[src/rtl/core_pkg.sv]
// Shared definitions for the fetch stage: PC select codes and default vectors.
package core_pkg;

    // Next-PC source selected by the control unit
    typedef enum logic [1:0] {
        PC_SEL_SEQ = 2'b00,
        PC_SEL_REL = 2'b01,
        PC_SEL_ABS = 2'b10,
        PC_SEL_RAS = 2'b11
    } pc_sel_e;

    localparam int unsigned DEFAULT_XLEN         = 32;
    localparam logic [31:0] DEFAULT_RESET_VECTOR = 32'h0000_1000;
    localparam logic [31:0] DEFAULT_TRAP_VECTOR  = 32'h0000_0100;
    localparam int unsigned DEFAULT_RAS_DEPTH    = 4;

    // A fetch target must be word aligned; any set low bit is a fault
    function automatic logic is_misaligned(input logic [1:0] low_bits);
        return |low_bits;
    endfunction

endpackage

[src/rtl/return_addr_stack.sv]
// Circular return-address stack. When full, a push overwrites the oldest
// entry and the count saturates at DEPTH. Pop of an empty stack is ignored.
// A simultaneous push and pop replaces the top entry in place.
module return_addr_stack #(
    parameter int unsigned DEPTH = 4,
    parameter int unsigned XLEN  = 32
) (
    input  logic                     clk,
    input  logic                     reset,
    input  logic                     push,
    input  logic                     pop,
    input  logic [XLEN-1:0]          wdata,
    output logic [XLEN-1:0]          rdata,
    output logic [$clog2(DEPTH):0]   count,
    output logic                     empty,
    output logic                     full
);

    localparam int unsigned PTR_W = $clog2(DEPTH);
    localparam int unsigned CNT_W = PTR_W + 1;

    logic [XLEN-1:0]  mem_q [DEPTH];
    logic [XLEN-1:0]  mem_d [DEPTH];
    logic [PTR_W-1:0] top_q, top_d;
    logic [CNT_W-1:0] count_q, count_d;
    logic             pop_ok;

    assign empty  = (count_q == '0);
    assign full   = (count_q == CNT_W'(DEPTH));
    assign rdata  = mem_q[top_q];
    assign count  = count_q;
    assign pop_ok = pop && !empty;

    // Next pointer, count and storage contents for push, pop or replace
    always_comb begin
        mem_d   = mem_q;
        top_d   = top_q;
        count_d = count_q;
        if (push && pop_ok) begin
            mem_d[top_q] = wdata;
        end else if (push) begin
            top_d        = top_q + PTR_W'(1);
            mem_d[top_d] = wdata;
            if (!full) begin
                count_d = count_q + CNT_W'(1);
            end
        end else if (pop_ok) begin
            top_d   = top_q - PTR_W'(1);
            count_d = count_q - CNT_W'(1);
        end
    end

    // Pointer and occupancy registers; contents after reset are don't-care
    always_ff @(posedge clk or posedge reset) begin
        if (reset) begin
            top_q   <= '0;
            count_q <= '0;
        end else begin
            top_q   <= top_d;
            count_q <= count_d;
        end
    end

    // Stack storage, not reset
    always_ff @(posedge clk) begin
        mem_q <= mem_d;
    end

endmodule

[src/rtl/program_counter_ras.sv]
// Fetch PC generator: selects sequential, relative, absolute or RAS-pop
// targets, redirects to the trap vector on request or misaligned target,
// and maintains a return-address stack for calls and returns.
module program_counter_ras
    import core_pkg::*;
#(
    parameter int unsigned     XLEN         = DEFAULT_XLEN,
    parameter logic [XLEN-1:0] RESET_VECTOR = XLEN'(DEFAULT_RESET_VECTOR),
    parameter logic [XLEN-1:0] TRAP_VECTOR  = XLEN'(DEFAULT_TRAP_VECTOR),
    parameter int unsigned     RAS_DEPTH    = DEFAULT_RAS_DEPTH
) (
    input  logic                        clk,
    input  logic                        reset,
    input  logic                        en,
    input  logic                        trap_req,
    input  logic [1:0]                  pc_sel,
    input  logic [XLEN-1:0]             imm,
    input  logic [XLEN-1:0]             base,
    input  logic                        ras_push,
    output logic [XLEN-1:0]             pc_out,
    output logic [XLEN-1:0]             pc_plus4,
    output logic [$clog2(RAS_DEPTH):0]  ras_count,
    output logic                        misalign_err,
    output logic                        ras_underflow
);

    pc_sel_e          sel;
    logic [XLEN-1:0]  pc_q, pc_d;
    logic             misalign_err_q, misalign_err_d;
    logic             ras_underflow_q, ras_underflow_d;
    logic [XLEN-1:0]  tgt;
    logic [XLEN-1:0]  abs_sum;
    logic             checked_sel;
    logic             empty_pop;
    logic             misaligned;
    logic             advance;
    logic             ras_push_eff;
    logic             ras_pop_eff;
    logic [XLEN-1:0]  ras_rdata;
    logic             ras_empty;
    logic             ras_full;

    assign sel      = pc_sel_e'(pc_sel);
    assign pc_plus4 = pc_q + XLEN'(4);
    assign abs_sum  = base + imm;

    // Target mux; only relative and absolute targets are alignment checked
    always_comb begin
        tgt         = pc_plus4;
        checked_sel = 1'b0;
        empty_pop   = 1'b0;
        case (sel)
            PC_SEL_SEQ: tgt = pc_plus4;
            PC_SEL_REL: begin
                tgt         = pc_q + imm;
                checked_sel = 1'b1;
            end
            PC_SEL_ABS: begin
                tgt         = {abs_sum[XLEN-1:1], 1'b0};
                checked_sel = 1'b1;
            end
            PC_SEL_RAS: begin
                if (ras_empty) begin
                    tgt       = pc_plus4;
                    empty_pop = 1'b1;
                end else begin
                    tgt = ras_rdata;
                end
            end
            default: tgt = pc_plus4;
        endcase
    end

    assign misaligned   = checked_sel && is_misaligned(tgt[1:0]);
    assign advance      = en && !trap_req;
    assign ras_push_eff = advance && !misaligned && ras_push;
    assign ras_pop_eff  = advance && !misaligned && (sel == PC_SEL_RAS);

    // Next PC and status pulses; trap beats stall beats normal advance
    always_comb begin
        pc_d            = pc_q;
        misalign_err_d  = 1'b0;
        ras_underflow_d = 1'b0;
        if (trap_req) begin
            pc_d = TRAP_VECTOR;
        end else if (en) begin
            if (misaligned) begin
                pc_d           = TRAP_VECTOR;
                misalign_err_d = 1'b1;
            end else begin
                pc_d            = tgt;
                ras_underflow_d = empty_pop;
            end
        end
    end

    // PC register and one-cycle status pulse flops
    always_ff @(posedge clk or posedge reset) begin
        if (reset) begin
            pc_q            <= RESET_VECTOR;
            misalign_err_q  <= 1'b0;
            ras_underflow_q <= 1'b0;
        end else begin
            pc_q            <= pc_d;
            misalign_err_q  <= misalign_err_d;
            ras_underflow_q <= ras_underflow_d;
        end
    end

    return_addr_stack #(
        .DEPTH (RAS_DEPTH),
        .XLEN  (XLEN)
    ) u_ras (
        .clk   (clk),
        .reset (reset),
        .push  (ras_push_eff),
        .pop   (ras_pop_eff),
        .wdata (pc_plus4),
        .rdata (ras_rdata),
        .count (ras_count),
        .empty (ras_empty),
        .full  (ras_full)
    );

    assign pc_out        = pc_q;
    assign misalign_err  = misalign_err_q;
    assign ras_underflow = ras_underflow_q;

endmodule

[config.mk]
export PLATFORM = sky130hd
export DESIGN_NAME = program_counter_ras
export DESIGN_NICKNAME = d
export VERILOG_FILES = /design/src/rtl/core_pkg.sv /design/src/rtl/return_addr_stack.sv /design/src/rtl/program_counter_ras.sv
export SDC_FILE = /design/constraint.sdc
export NUM_CORES = 1
export LEC_CHECK = 0
export ABC_CLOCK_PERIOD_IN_PS = 6400
export CAP_MARGIN = 20
export CORE_MARGIN = 2
export CORE_UTILIZATION = 57
export CTS_CLUSTER_DIAMETER = 200
export DETAILED_ROUTE_END_ITERATION = 7
export PLACE_DENSITY_LB_ADDON = 0.15
export SLEW_MARGIN = 20
export SYNTH_ARGS = -nofsm -noshare
export SYNTH_HDL_FRONTEND = slang
export SYNTH_SLANG_ARGS = --single-unit
[constraint.sdc]
create_clock -name clk -period 6.4 [get_ports clk]
set_clock_uncertainty 0.05 [all_clocks]
set_input_delay 1.92 -clock clk [delete_from_list [all_inputs] [get_ports clk]]
set_output_delay 1.92 -clock clk [all_outputs]
set_load 0.005 [all_outputs]
Word-level counts from Yosys, hierarchy flattened
Index checks and enable logic that the tools add are counted.
{ "op_classes": {"n_addsub": 7, "multipliers": 0, "n_div": 0, "magnitude_cmp": 4, "n_eq_ne": 5, "shift": 0, "n_mux": 30, "n_bitwise": 3, "reduce_logical": 21} }
{ "op_table": {"columns": ["operator", "count"], "rows": [
  ["bitwise mux 128 bit", 2],
  ["2-to-1 mux 128 bit", 2],
  ["2-to-1 mux 32 bit", 8],
  ["demux 32 bit (select 2 bit)", 2],
  ["case mux 32 bit (4 select lines)", 1],
  ["adder 32 bit", 2],
  ["binary-select mux 32 bit (select 2 bit)", 1],
  ["adder 32 x 3 -> 32 bit (second input constant)", 1],
  ["logical AND 1 bit", 9],
  ["2-to-1 mux 1 bit", 9],
  ["2-to-1 mux 3 bit", 3],
  [">= comparator 3 bit (second input constant)", 2],
  ["less-than comparator 3 x 1 -> 1 bit (second input constant)", 2],
  ["NOT 2 -> 3 bit", 2],
  ["nonzero test 2 bit", 3],
  ["== test 2 bit (second input constant)", 2],
  ["2-to-1 mux 2 bit", 2],
  ["OR reduction 2 bit", 2],
  ["adder 3 x 1 -> 3 bit (second input constant)", 1],
  ["== test 3 bit (second input constant)", 1],
  ["zero test 1 bit", 3],
  ["zero test 3 bit", 1],
  ["AND reduction 3 bit", 1],
  ["subtractor 3 x 1 -> 3 bit (second input constant)", 1],
  ["7 further kinds", 7]
]} }
{ "word_totals": {"register_bits": 167, "latchBits": 0, "mem_bits_rw": 0, "mem_bits_ro": 0, "inputBits": 71, "output_inout_bits": 69, "mem_count": 0} }

Logic depth before layout (Yosys ltp)
{ "depth": {"ltp_word": 15, "mapped_depth": 17, "ltp_nobuf": 15} }

Hierarchy
From an unflattened synthesis, not the netlist that was laid out.
{ "unflattened": {"hier_cells": 1182, "hier_area_um2": 12141.6} }
{ "by_module_without_submodules": {"columns": ["module", "n_inst", "cells_per_inst", "area_per_inst_um2", "seq_area_each_um2"], "rows": [
  ["program_counter_ras", 1, 825, 6124.6, 852.1],
  ["return_addr_stack", 1, 357, 6017.0, 3968.8]
]} }

Worst setup path after synthesis
Ideal clock, no wire load.
{ "synth_timing": {"kind": "input to register", "start": "input port imm[1]", "end": "register u_ras.mem_q[100] (netlist name), enable pin", "setup_ps": 421, "arrival_time_ps": 5871, "required_ps": 5929, "path_slack_ps": 58, "stages": 15, "path_buffers": 3, "path_cell_list": "inv_1 fa_1 inv_1 a222oi_1 o22ai_1 o21ai_2 and3b_4 buf_6 nand2_1 inv_1 ha_1 clkbuf_1 mux2i_1 clkbuf_1 nor2_1"} }
{ "synth_between": {"elab_chain_len": 10} }
{ "synth_lines": {"columns": ["element", "line", "text"], "rows": [
  ["start: declaration", "program_counter_ras.sv:17", "input logic [XLEN-1:0] imm,"],
  ["adder 32 bit (on tied branches)", "program_counter_ras.sv:45, program_counter_ras.sv:55", null],
  ["case mux 32 bit (4 select lines) *", "program_counter_ras.sv:52", "case (sel)"],
  ["OR reduction 2 bit *", "core_pkg.sv:19", "return |low_bits;"],
  ["logical AND 1 bit *", "program_counter_ras.sv:74", "assign misaligned = checked_sel && is_misaligned(tgt[1:0]);"],
  ["zero test 1 bit *", "program_counter_ras.sv:76, program_counter_ras.sv:77", null],
  ["logical AND 1 bit *", "program_counter_ras.sv:76, program_counter_ras.sv:77", null],
  ["logical AND 1 bit", "program_counter_ras.sv:77", "assign ras_pop_eff = advance && !misaligned && (sel == PC_SEL_RAS);"],
  ["logical AND 1 bit", "return_addr_stack.sv:32", "assign pop_ok = pop && !empty;"],
  ["logical AND 1 bit", "return_addr_stack.sv:39", "if (push && pop_ok) begin"],
  ["nonzero test 2 bit (no line) *", null, null],
  ["end signal: assignment", "return_addr_stack.sv:66", "mem_q <= mem_d;"],
  ["end: declaration", "return_addr_stack.sv:22", "logic [XLEN-1:0] mem_q [DEPTH];"]
]} }
Mark *: on every way between the ends. The rest lies on a longest branch, timed or not.
A chain may end at the register's enable or synchronous reset.

Worst setup path after layout
{ "layout_timing": {"start": "input port imm[0]", "end": "register u_ras.mem_q[120] (netlist name), enable pin"} }
{ "layout_between": {"elab_chain_len": 10} }
{ "layout_lines": {"columns": ["element", "line"], "rows": [
  ["adder 32 bit (on tied branches)", "program_counter_ras.sv:55, program_counter_ras.sv:45"],
  ["case mux 32 bit (4 select lines) *", "program_counter_ras.sv:52"],
  ["OR reduction 2 bit *", "core_pkg.sv:19"],
  ["logical AND 1 bit *", "program_counter_ras.sv:74"],
  ["zero test 1 bit *", "program_counter_ras.sv:76, program_counter_ras.sv:77"],
  ["logical AND 1 bit *", "program_counter_ras.sv:76, program_counter_ras.sv:77"],
  ["logical AND 1 bit", "program_counter_ras.sv:77"],
  ["logical AND 1 bit", "return_addr_stack.sv:32"],
  ["logical AND 1 bit", "return_addr_stack.sv:39"],
  ["nonzero test 2 bit (no line) *", null]
]} }
Marked as above.

==> metrics.md <==
| Metric | Value |
|---|---|
| Global-route usage over all layers | 32.0% |
| Sink Count | 167 |
| Die ar. | 21700 um^2 |
| Core ar. | 20200 um^2 |
| Netlist Area Pre-Place | 11700 um^2 |
| Cells after Synth | 1190 |
| FF-to-FF setup slack | 2.02 ns |
| Inserted Diodes | 0 |
| Initial Util | 58.0% |
| Final worst slack | 0.639 ns |
| First-pass GRT wire length | 53800 um |
| CTS tree | built |
| RSZ-0062 raised after global routing | false |
| Crit path time final | 5.76 ns |
| Top-area cell type share of the netlist area | 32.9% |
| Most common cell in the synthesized netlist | nor2_1 |
| DP Worst Slack | 0.189 ns |
| Worst Setup Start Kind | input pin |
| PortBufs | 139 |
| Final period utilization | 90.0% |
| Yosys top cell by area | edfxtp_1 |
| Non-filler cells, final | 1607 |
| Max Cap Viol | 0 |
| Vias per Instance | 6.39 |
| Synthesis-stage register bit count | 167 |
| Crit path required time | 6.48 ns |
| WS Path Type | in -> reg |
| Initial antenna violation count | 0 |
| Fmax | 0.174 GHz |
| Distinct cell type count after synthesis | 81 |
| Gp weighted congestion | 0.916 |
| Worst r2r path cells | 14 |
| Layout net count | 1470 |
| DRT iter0 DRCs | 1042 |
| Post-DP HPWL | 25500 um |
| CP arrival | 5.84 ns |
| Largest family of logic cells by synthesized area | compound AO/OA/AOI/OAI gates |
| CTS buffer count | 17 |
| Cts hold-fix bufs | 0 |
| Static Leakage | 5.54 nW |
| Synthesized net count | 1336 |
| Standard-cell rows | 52 |
| Slew margin rel. | 30.0% |
| Status | finished clean |
| Post-CTS Setup Bufs | 0 |
| WHS Path Cells | 1 |
| Largest net degree at the start of global routing | 40 |
| Die height | 147 um |
| Endpoint class of the critical path | register |
| Root Driver | clkbuf_16 |
| Vias in the first global route | 9597 |
| DRT Wirelength | 34800 um |
| Ys flop type | edfxtp_1 |
| Io pins | 140 |
| Tot Pwr | 3.91 mW |
| Drt drc | 0 |
| Post-Layout Inst Area | 14100 um^2 |
| Final setup viols | 0 |
| Synth-to-Final Area Change | 20.2% |
| Worst Max-Slew Pin Slew | 1.05 ns |
| Final setup TNS | 0 ns |
| Seq/Total Area, Yosys | 41.2% |
| Clock transition at path regs | 0.07 ns |
| Post_cts resized | 0 |
| Synth Area in XOR/XNOR | 5.75% |
| Power Density | 278 nW/um^2 |
| Post-DP Area | 13500 um^2 |
| Clock buffer depth | 2 |
| Synth area leaders | edfxtp_1 33%, dfrtp_1 8.1%, ha_1 7.7% |
| DR vias | 10263 |
| Yosys warns | 0 |
| Avg Cell Area, Syn | 9.83 um^2 |
| Post-synthesis adder-cell area fraction | 8.21% |
| Hold Vio Cnt, Final | 0 |
| Gr ovfl total | 0 |
| Cell Count Post-Placement | 1575 |
| Max-slew violations | 0 |
| Share of synthesized registers carrying an async set or reset | 23.4% |
| Post-synth EDFFs | 128 |
| Drt wl/cell | 21.7 um |
| Die width | 147 um |
| TritonRoute pass-1 iters | 8 |
| Maximum vdd drop | 0.320 mV |
| Post-synthesis mux area share | 7.21% |
| Synth Area in Compound Gates | 18.3% |
| Simple-Gate Fraction of Synth Area | 14.9% |
| Antenna Nets Post-Route | 0 |
| Deepest level of the CTS H-tree | 4 |
| Hold Path Class | reg -> reg |
| Share of layout cells above drive strength 1 | 10.1% |
| Top post-synthesis cells by count | 168 x nor2_1, 128 x edfxtp_1, 105 x a21oi_1, 72 x ha_1, 72 x nand2_1 |
| CP Max Fanout | 18 |
| Clk_lat worst skew | 0.43 ns |
[sequential cells by signal (all words and copies together), names as in the netlist]
| signal | flops |
|---|---|
| pc_out | 32 |
| ras_underflow | 1 |
| misalign_err | 1 |
| u_ras.top_q | 2 |
| u_ras.count | 3 |
| u_ras.mem_q | 128 |
[per-stage QoR]
step           hold WS, ns  util (%)
2_1_floorplan        0.498         -
4_1_cts              0.580      69.7
3_5_place_dp         0.566      66.8
3_3_place_gp         0.560      66.8
6_report             0.586      69.7
5_1_grt              0.602      69.7
[power by group]
part	leakage, nW	internal [mW]	total (mW)	switching (mW)
Combinational	3.55	0.662	1.53	0.865
Clock	0.285	0.526	1.01	0.484
Sequential	1.70	1.26	1.37	0.116
[critical path, stage by stage]
cell             delay, ns
clkdlybuf4s50_1       0.52
ha_1                  0.22
inv_1                 0.06
fa_1                  0.48
inv_1                 0.05
a222oi_1              0.21
o22ai_1               0.17
o21ai_2               0.20
and3b_4               0.36
nand2_1               0.13
inv_1                 0.09
ha_1                  0.20
mux2i_2               0.09
nor2_2                0.80
buf_4                 0.33
[cell families after synthesis]
group | Yosys count
fa+ha+maj | 75
simple gates | 375
xor+xnor | 76
compound gates | 325
mux | 44
flops | 167
buf+inv | 128
[layer usage]
| layer | up-vias | global-route usage (%) | wire length, um |
|---|---|---|---|
| li1 | 4681 | - | - |
| met2 | 572 | 48.0 | 15600 |
| met4 | 0 | 9.04 | 738 |
| met5 | - | 0 | 0 |
| met3 | 56 | 5.50 | 3330 |
| met1 | 4954 | 48.1 | 15200 |
[path summary, 6_finish.rpt]
path / start / endpoint
worst min register to register: pc_out[12] / pc_out[12]
worst min-delay path: pc_out[12] / pc_out[12]
worst max register to register: pc_out[0] / u_ras.mem_q[120]
min in group asynchronous: reset / ras_underflow
max in group asynchronous: reset / u_ras.top_q[0]
worst max-delay path: imm[0] / u_ras.mem_q[120]
[cells in the final DEF (no fill, tap or decap), types with 18 or more instances in the layout]
cell type | netlist | routed
a22o_1 | 18 | 18
xor2_1 | 37 | 37
clkdlybuf4s50_1 | 0 | 139
edfxtp_1 | 128 | 128
mux4_2 | 32 | 32
dfrtp_1 | 38 | 37
inv_1 | 64 | 63
nand2_1 | 72 | 72
a21o_1 | 24 | 24
nor2_1 | 168 | 163
a21oi_1 | 105 | 105
o21ai_0 | 56 | 56
xnor2_1 | 38 | 38
buf_4 | 2 | 39
nand3_1 | 23 | 23
ha_1 | 72 | 72
[cell type report]
cell class                      count  area, um^2
Multi-Input combinational cell    895        6390
Timing Repair Buffer              178        1680
Inverter                           65         246
Clock buffer                       18         429
Clock inverter                     14         154
Sequential cell                   167        4820
Tap cell                          270         338
Fill cell                        1517        6110
No activity file was read; power rests on OpenSTA's default activity.
